===== src/rtl/hwpe_stream_tcdm_rr_arbiter.sv =====
// hwpe_stream_tcdm_rr_arbiter
// Round-robin arbiter that merges NB_IN TCDM-style requesters onto one shared
// port. It tracks up to MAX_OUTSTANDING granted-but-unanswered transactions in
// an ID FIFO and routes each response back to its requester in grant order.
//
// Ports
//   clk_i, rst_i, clear_i       clock, sync active-high reset, sync soft clear
//   in_req_i/add/data/be/wen    per-requester request fields (packed by index)
//   in_gnt_o                    per-requester grant (one-hot or zero)
//   in_r_data_o, in_r_valid_o   response data (broadcast) and per-requester valid
//   out_req_o/add/data/be/wen   shared-port request fields
//   out_gnt_i                   shared-port grant
//   out_r_data_i, out_r_valid_i shared-port response
//   empty_o, full_o             outstanding-count status
//   err_o                       sticky: response seen with nothing outstanding
module hwpe_stream_tcdm_rr_arbiter #(
  parameter int NB_IN           = 4,
  parameter int MAX_OUTSTANDING = 4
) (
  input  logic                clk_i,
  input  logic                rst_i,
  input  logic                clear_i,
  input  logic [NB_IN-1:0]    in_req_i,
  input  logic [NB_IN*32-1:0] in_add_i,
  input  logic [NB_IN*32-1:0] in_data_i,
  input  logic [NB_IN*4-1:0]  in_be_i,
  input  logic [NB_IN-1:0]    in_wen_i,
  output logic [NB_IN-1:0]    in_gnt_o,
  output logic [31:0]         in_r_data_o,
  output logic [NB_IN-1:0]    in_r_valid_o,
  output logic                out_req_o,
  output logic [31:0]         out_add_o,
  output logic [31:0]         out_data_o,
  output logic [3:0]          out_be_o,
  output logic                out_wen_o,
  input  logic                out_gnt_i,
  input  logic [31:0]         out_r_data_i,
  input  logic                out_r_valid_i,
  output logic                empty_o,
  output logic                full_o,
  output logic                err_o
);

  localparam int ID_W  = (NB_IN > 1) ? $clog2(NB_IN) : 1;
  localparam int PTR_W = (MAX_OUTSTANDING > 1) ? $clog2(MAX_OUTSTANDING) : 1;
  localparam int CNT_W = PTR_W + 1;

  logic [ID_W-1:0]  rr_q;
  logic             lock_q;
  logic [ID_W-1:0]  lock_id_q;
  logic [CNT_W-1:0] count_q;
  logic [PTR_W-1:0] wr_ptr_q;
  logic [PTR_W-1:0] rd_ptr_q;
  logic             err_q;
  logic [ID_W-1:0]  id_fifo [MAX_OUTSTANDING];

  logic             kill;
  logic             any_req;
  logic             hs;
  logic             resp_hit;
  logic             orphan;
  logic [ID_W-1:0]  win;
  logic [ID_W-1:0]  head;
  logic [ID_W-1:0]  rr_next;
  logic             found;
  int               idx;

  assign kill     = rst_i | clear_i;
  assign any_req  = |in_req_i;
  assign empty_o  = (count_q == '0);
  assign full_o   = (count_q == CNT_W'(MAX_OUTSTANDING));
  assign err_o    = err_q;

  // full_o is registered, so a response in a full cycle cannot free a slot
  // for a request in that same cycle.
  assign out_req_o = any_req & ~full_o & ~kill;
  assign hs        = out_req_o & out_gnt_i;

  // Responses with nothing outstanding (including those for transactions
  // granted before a reset/clear) are orphans: never routed, only flagged.
  assign resp_hit    = out_r_valid_i & ~empty_o & ~kill;
  assign orphan      = out_r_valid_i & empty_o & ~kill;
  assign head        = id_fifo[rd_ptr_q];
  assign in_r_data_o = out_r_data_i;
  assign rr_next     = (win == ID_W'(NB_IN - 1)) ? '0 : win + 1'b1;

  // Winner: a locked requester that still asserts req keeps the port;
  // otherwise scan upward from rr_q with wrap.
  always_comb begin
    win   = rr_q;
    found = 1'b0;
    idx   = 0;
    if (lock_q && in_req_i[lock_id_q]) begin
      win = lock_id_q;
    end else begin
      for (int k = 0; k < NB_IN; k++) begin
        idx = int'(rr_q) + k;
        if (idx >= NB_IN) idx = idx - NB_IN;
        if (!found && in_req_i[idx]) begin
          win   = ID_W'(idx);
          found = 1'b1;
        end
      end
    end
  end

  always_comb begin
    out_add_o    = '0;
    out_data_o   = '0;
    out_be_o     = '0;
    out_wen_o    = 1'b0;
    in_gnt_o     = '0;
    in_r_valid_o = '0;
    for (int i = 0; i < NB_IN; i++) begin
      if (any_req && win == ID_W'(i)) begin
        out_add_o  = in_add_i[i*32 +: 32];
        out_data_o = in_data_i[i*32 +: 32];
        out_be_o   = in_be_i[i*4 +: 4];
        out_wen_o  = in_wen_i[i];
      end
      in_gnt_o[i]     = hs & (win == ID_W'(i));
      in_r_valid_o[i] = resp_hit & (head == ID_W'(i));
    end
  end

  // Control state: arbitration pointer, lock, FIFO pointers, count, error
  always_ff @(posedge clk_i) begin
    if (kill) begin
      rr_q      <= '0;
      lock_q    <= 1'b0;
      lock_id_q <= '0;
      count_q   <= '0;
      wr_ptr_q  <= '0;
      rd_ptr_q  <= '0;
      err_q     <= 1'b0;
    end else begin
      if (hs) begin
        rr_q     <= rr_next;
        wr_ptr_q <= wr_ptr_q + 1'b1;
      end
      if (resp_hit) rd_ptr_q <= rd_ptr_q + 1'b1;
      case ({hs, resp_hit})
        2'b10:   count_q <= count_q + 1'b1;
        2'b01:   count_q <= count_q - 1'b1;
        default: count_q <= count_q;
      endcase
      if (hs) begin
        lock_q <= 1'b0;
      end else if (out_req_o) begin
        lock_q    <= 1'b1;
        lock_id_q <= win;
      end else if (lock_q && !in_req_i[lock_id_q]) begin
        lock_q <= 1'b0;
      end
      if (orphan) err_q <= 1'b1;
    end
  end

  // ID storage: contents are only meaningful between the pointers
  always_ff @(posedge clk_i) begin
    if (hs) id_fifo[wr_ptr_q] <= win;
  end

endmodule

===== config.mk =====
export PLATFORM = sky130hd
export DESIGN_NAME = hwpe_stream_tcdm_rr_arbiter
export DESIGN_NICKNAME = d
export VERILOG_FILES = /design/src/rtl/hwpe_stream_tcdm_rr_arbiter.sv
export SDC_FILE = /design/constraint.sdc
export NUM_CORES = 1
export LEC_CHECK = 0
export ABC_AREA = 0
export CELL_PAD_IN_SITES_DETAIL_PLACEMENT = 1
export CELL_PAD_IN_SITES_GLOBAL_PLACEMENT = 2
export CORE_UTILIZATION = 13
export CTS_BUF_LIST = sky130_fd_sc_hd__clkbuf_16
export CTS_CLUSTER_SIZE = 40
export DETAILED_ROUTE_END_ITERATION = 7
export PLACE_DENSITY_LB_ADDON = 0.1
export SYNTH_ARGS = -nofsm -noshare
export SYNTH_HDL_FRONTEND = slang
export SYNTH_SLANG_ARGS = --single-unit

===== constraint.sdc =====
create_clock -name clk_i -period 4.5 [get_ports clk_i]
set_input_delay 0.9 -clock clk_i [delete_from_list [all_inputs] [get_ports clk_i]]
set_output_delay 0.9 -clock clk_i [all_outputs]
set_load 0.03 [all_outputs]

==> results.ini, run 1 <==
[cts]
worst_skew_pair.late_latency_ns = 0.26
cts-root-buf = clkbuf_16
clk_pin_slew_ns = 0.07
htreeDepth = 1
clk_path_buf_depth = 2
cts_tree = yes
cts_sinks = 23
numCtsBuffers = 3

[sta]
clock_skew_ns = 0.00315
fmax_ghz = 0.231
drv_slew = 0
min_period_ns = 4.33
rsz0062_at_grt = no
worst_pin_slew_ns = 0.826
finalSetupViolations = 0
fin_crit_sh_pct = 96.3
final-hold-violation-count = 0
slew_headroom_pct = 44.8

[worst_setup_path]
start_kind = input pin
path_max_fanout = 7
end_kind = primary output
critPathRequiredTime_ns = 3.60
cp.arrival_ns = 3.43
worstSetupPathType = in -> out

[synth]
synthAdderAreaFrac_pct = 3.09
synthDistinctLibCells = 45
synth_nets = 955
avgSynthCellArea_um2 = 6.83
synth_cells = 628
synth_edf_count = 8
synth_xor_area_share_pct = 1.02
synth_top_cell_area_share_pct = 14.1
async_flop_share_pct = 0
synth_top_family_by_area = compound AO/OA/AOI/OAI gates
yosysTopAreaCell = a211o_1
syn_area_um2 = 4290
synth-compound-area-share_pct = 39.0
ys_ff_latch = 23
ys_seq_area_share_pct = 12.6
synthFlopType = dfxtp_1
muxShareOfSynthArea_pct = 3.00
synthSimpleGateAreaFrac_pct = 22.7
synth_area_leaders = a211o_1 14%, a221oi_1 14%, nor2b_1 10%
ys.warnings.count = 0

[worst_hold_path]
hp-class = reg -> reg

[route]
via_per_inst = 4.16
vias = 5986
drt_iter0_drc = 186
ant_nets = 0
wl_per_cell_um = 18.7
routed_wl_um = 27000
drcViolationCount = 0
drt_first_pass_iters = 4

[floorplanning]
die_y_um = 184
die-area_um2 = 33700
boundaryPins = 430
fp.dieW_um = 184
start_util_pct = 13.2
row_count = 66
core_area_um2 = 32500

[layout]
area_growth_pct = 121
instances_no_fill = 1440
final_nets = 1325
post-route-util_pct = 29.1
drive_above_1_share_pct = 25.0

[run]
cap_violations = 0

[place]
dp_cells = 1415
port_buffers = 365
place_hpwl_um = 21100
place_congestion = 0.757

[grt]
first_global_vias = 6140
grt_max_degree = 56
grt_first_pass_wirelength_um = 38100
grt_usage_pct = 14.8
antenna_found_initial = 5
gr-total-overflow = 0

[power]
p_leak_nw = 3.86
irDropWorstVdd_mv = 0.128
p_per_area_nw_per_um2 = 192

[outcome]
outcome = finished clean

-- power breakdown --
group | switching [mW] | internal, mW
sequential | 0.00227 | 0.218
clock | 0.0811 | 0.121
combinational | 0.656 | 0.738
-- layer usage --
layer	global-route usage (%)	vias to the layer above	wire [um]
met1	17.1	2783	10500
met4	1.60	6	261
met2	27.4	235	13900
li1	-	2944	-
met3	4.32	18	2210
met5	0	-	40
-- per-stage QoR --
stage	hold WS (ns)	setup slack (ns)	instance area [um^2]	setup TNS, ns	total power, mW
after floorplan	0.480	0.0839	4290	0	0.883
after global placement	0.460	-0.335	8740	-9.08	1.51
after detailed placement	0.455	-0.399	8740	-13.08	1.50
after CTS	0.472	0.0114	9050	0	1.76
after global routing	0.501	0.0309	9460	0	1.93
final	0.464	0.167	9460	0	1.82
-- worst max-delay path: stages --
cell and delay [ns]:
buf_2 0.13, mux4_2 0.51, nand2_4 0.11, mux2i_1 0.08, buf_4 0.15, buf_4 0.13
ha_4 0.19, buf_12 0.14, buf_12 0.13, clkbuf_16 0.17, nor2b_2 0.14, a221oi_2 0.07
a211o_1 0.24, a21oi_2 0.14, buf_4 0.19
-- registers in the layout (all words and copies together) (netlist names), named ones only --
register and count:
rd_ptr_q 2, lock_q 1, id_fifo 8, err_o 1
rr_q 2, count_q 3, wr_ptr_q 2, lock_id_q 2
-- cell families (layout without fill, tap and decap cells) --
family	Yosys count	after routing
buf+inv	173	542
xor+xnor	5	5
fa+ha+maj	10	10
compound gates	223	223
other cells	0	1
simple gates	185	185
flops	23	23
mux	9	9
-- synth_stat cells (2+ instances only) --
| library cell | instances |
|---|---|
| a211o_1 | 69 |
| a21oi_1 | 73 |
| a221oi_1 | 69 |
| and2_1 | 9 |
| buf_1 | 5 |
| buf_2 | 15 |
| buf_4 | 32 |
| clkbuf_1 | 42 |
| dfxtp_1 | 15 |
| edfxtp_1 | 8 |
| ha_1 | 9 |
| inv_1 | 78 |
| mux2i_1 | 5 |
| mux4_2 | 3 |
| nand2_1 | 71 |
| nor2_1 | 17 |
| nor2b_1 | 70 |
| nor3_1 | 3 |
| nor4_1 | 2 |
| nor4_4 | 2 |
| o21a_1 | 2 |
| o21ai_0 | 2 |
| o31ai_1 | 2 |
| xor2_1 | 4 |
-- cell usage in the layout, fill, tap and decap left out, drive strengths merged, types with 2 or more instances in the layout --
cell	count
and2	9
nor3	3
a221oi	69
nor4	5
edfxtp	8
ha	9
o21ai	2
clkbuf	9
nor2b	70
or2	2
o21a	2
mux2i	5
buf	166
a21oi	73
a211o	69
o31ai	2
inv	78
mux4	3
nand2	72
clkdlybuf4s50	288
nor2	17
xor2	4
dfxtp	15
-- what timing repair did --
item                                   CTS  global route
pin swaps                                5            22
hold buffers                             0             0
endpoints found under the hold margin    0             0
gates resized for setup                 23            78
setup buffers                            8             6
setup endpoints to repair               69            69
cloned                                   3             3
-- cell type report --
type	count	area, um^2
fillers	3884	23100
clock inverters	1	7.51
inverters	78	293
diodes	1	2.50
well taps	442	553
repair buffers	460	4710
clock buffers	3	75.1
flip-flops and latches	23	541
multi-input cells	432	3280
-- path summary, 6_finish.rpt --
check	startpoint	end	slack, ns	depth (start not counted)
min reg2reg	err_o	err_o	0.46	2
max reg2reg	count_q[2]	count_q[2]	1.84	9
max	in_req_i[3]	out_add_o[2]	0.17	15
min	err_o	err_o	0.46	2
(Power assumes the default switching activity.)
==> run 2: changes to the inputs <==
==> constraint.sdc (replaced) <==
create_clock -name clk_i -period 4.4 [get_ports clk_i]
set_input_delay 0.88 -clock clk_i [delete_from_list [all_inputs] [get_ports clk_i]]
set_output_delay 0.88 -clock clk_i [all_outputs]
set_load 0.03 [all_outputs]
==> run 2 against run 1 <==
Against the previous run:
- worst setup slack lost 0.037 ns
- sequential power grew 2%
- critical path depth is the same
- largest power group unchanged
==> results.ini, run 2 (synthesis gave the netlist of run 1 again) <==
[place]
port_buffers = 365  ; unchanged
place_congestion = 0.751  ; -0.79%
dp_cells = 1414  ; -0.071%
place_hpwl_um = 21500  ; +1.8%

[cts]
cts_sinks = 23  ; unchanged
worst_skew_pair.late_latency_ns = 0.26  ; about the same
cts-root-buf = clkbuf_16
numCtsBuffers = 3  ; unchanged
clk_pin_slew_ns = 0.06  ; about the same
cts_tree = yes
htreeDepth = 1  ; unchanged
clk_path_buf_depth = 2  ; unchanged
ctsHoldBuffers = 0  ; unchanged

[sta]
clock_skew_ns = 0.00485  ; +0.00170 ns
drv_slew = 0  ; unchanged
worst_pin_slew_ns = 0.829  ; +0.00274 ns
min_period_ns = 4.27
fmax_ghz = 0.234
rsz0062_at_grt = no
holdWs_ns = 0.470  ; +0.00676 ns
fin_crit_sh_pct = 97.1
final-hold-violation-count = 0  ; unchanged
slew_headroom_pct = 44.6  ; -0.18 points
finalSetupViolations = 0  ; unchanged

[worst_setup_path]
path_max_fanout = 13  ; +6
critPathMaxStageDelay_ns = 0.50  ; about the same
worstSetupPathType = in -> out
start_kind = input pin
path_delay_family = buffers and inverters
critPathRequiredTime_ns = 3.52  ; -0.08 ns
worst-path-buf-inv = 7  ; unchanged
cp.arrival_ns = 3.39  ; -0.04 ns
end_kind = primary output
cpMostUsedCell = buf_4
cp_cell_sequence = buf_2 -> mux4_2 -> nand2_4 -> mux2i_1 -> buf_4 -> buf_4 -> ha_4 -> buf_6 -> buf_12 -> buf_16 -> nor2b_1 -> a221oi_1 -> a211o_1 -> a21oi_2 -> buf_4
slowest_stage = mux4_2

[layout]
final_nets = 1318  ; -0.53%
top_regs = id_fifo: 8 flops, count_q: 3 flops
largest-register = id_fifo
area_growth_pct = 120
largest_register_ffs = 8  ; unchanged
final_common_cell = clkdlybuf4s50_1
instances_no_fill = 1433  ; -0.49%
drive_above_1_share_pct = 25.8  ; +0.78 points
mostFrequentLayoutCells = 288 x clkdlybuf4s50_1, 112 x buf_4, 78 x inv_1
post-route-util_pct = 29.0  ; -0.088 points

[grt]
grt_first_pass_wirelength_um = 38100  ; +0.18%
antenna_found_initial = 3  ; -2
grt_max_degree = 56  ; unchanged
first_global_vias = 6204  ; +1.0%
gr-total-overflow = 0  ; unchanged
grt_usage_pct = 14.8  ; -0.027 points

[power]
seqPwrFrac_pct = 12.2  ; about the same
p_comb_share_pct = 77.0  ; +0.2 points
irDropWorstVdd_mv = 0.141  ; +10%
switching_share_pct = 40.6  ; -0.11 points
total_power_mw = 1.85  ; +1.7%
p_int_mw = 1.10  ; +1.9%
p_per_area_nw_per_um2 = 196  ; +2.0%
power_switching_mw = 0.750  ; +1.4%
p_leak_nw = 3.84  ; -0.62%
clock_power_share_pct = 10.8  ; -0.3 points

[outcome]
outcome = finished clean

[route]
drt_iter0_drc = 116  ; -38%
met2_length_um = 13400  ; -3.5%
drt_first_pass_iters = 4  ; unchanged
routed_wl_um = 26600  ; -1.4%
highest_layer = met5
wl_met3_um = 2080  ; -5.8%
via_per_inst = 4.18  ; +0.51%
vias = 5987  ; +0.017%
wl_per_cell_um = 18.6  ; -0.89%
drcViolationCount = 0  ; unchanged
ant_nets = 0  ; unchanged
met1_length_um = 10600  ; +1.0%

[run]
cap_violations = 0  ; unchanged

[floorplanning]
fp.dieW_um = 184  ; unchanged
core_area_um2 = 32500  ; unchanged
die-area_um2 = 33700  ; unchanged
start_util_pct = 13.2  ; unchanged
boundaryPins = 430  ; unchanged
die_y_um = 184  ; unchanged
row_count = 66  ; unchanged

[worst_hold_path]
hp-class = reg -> reg

## run 2: changes by cell type in the layout (fill, tap and decap cells not counted), sizes merged
cell / delta
clkbuf: -4
buf: -4
bufbuf: +1
## run 2: path summary, 6_finish.rpt
check / end / from / cells past startpoint / slack [ns]
max: out_data_o[21] / in_req_i[0] / 15 / 0.13
min: err_o / err_o / 2 / 0.47
max reg2reg: count_q[2] / count_q[2] / 9 / 1.73
min reg2reg: err_o / err_o / 2 / 0.47
## run 2: power groups by stage
stage	registers [mW]	logic (mW)	clock network [mW]
detailed placement	0.230	1.31	0
global placement	0.230	1.31	0
finish	0.225	1.42	0.200
global route	0.225	1.52	0.217
CTS	0.225	1.38	0.207
floorplan	0.230	0.673	0
## run 2: final cells by class
cell class | count | area (um^2)
Antenna cell | 1 | 2.50
Clock buffer | 3 | 75.1
Clock inverter | 1 | 7.51
Fill cell | 3855 | 23100
Inverter | 78 | 293
Multi-Input combinational cell | 432 | 3370
Sequential cell | 23 | 541
Tap cell | 442 | 553
Timing Repair Buffer | 453 | 4600
## run 2: through the flow
step           setup WS (ns)  area (um^2)  TNS, ns
3_3_place_gp          -0.547         8710   -20.64
2_1_floorplan         0.0239         4290        0
3_5_place_dp          -0.576         8710   -23.72
6_report               0.130         9430        0
4_1_cts              0.00106         9090        0
5_1_grt              0.00850         9430        0
## run 2: worst min-delay path: cells and delay by family (launching register included)
family	cells	cell delay, ns
AND/OR/NAND/NOR	1	0.07
AO/OA/AOI/OAI	1	0.04
flip-flops	1	0.33
## run 2: layer usage
layer,vias to the layer above,track usage (%)
met1,2815,17.1
met4,4,2.07
met5,-,0
met2,216,27.0
met3,20,4.48
li1,2932,-
## run 2: what timing repair did
item                                   4_1_cts  5_1_grt
endpoints found under the hold margin        0        0
gates resized for setup                     62       61
setup endpoints to repair                   69       58
setup buffers                                7        3
cloned                                       2        3
pin swaps                                   27       25
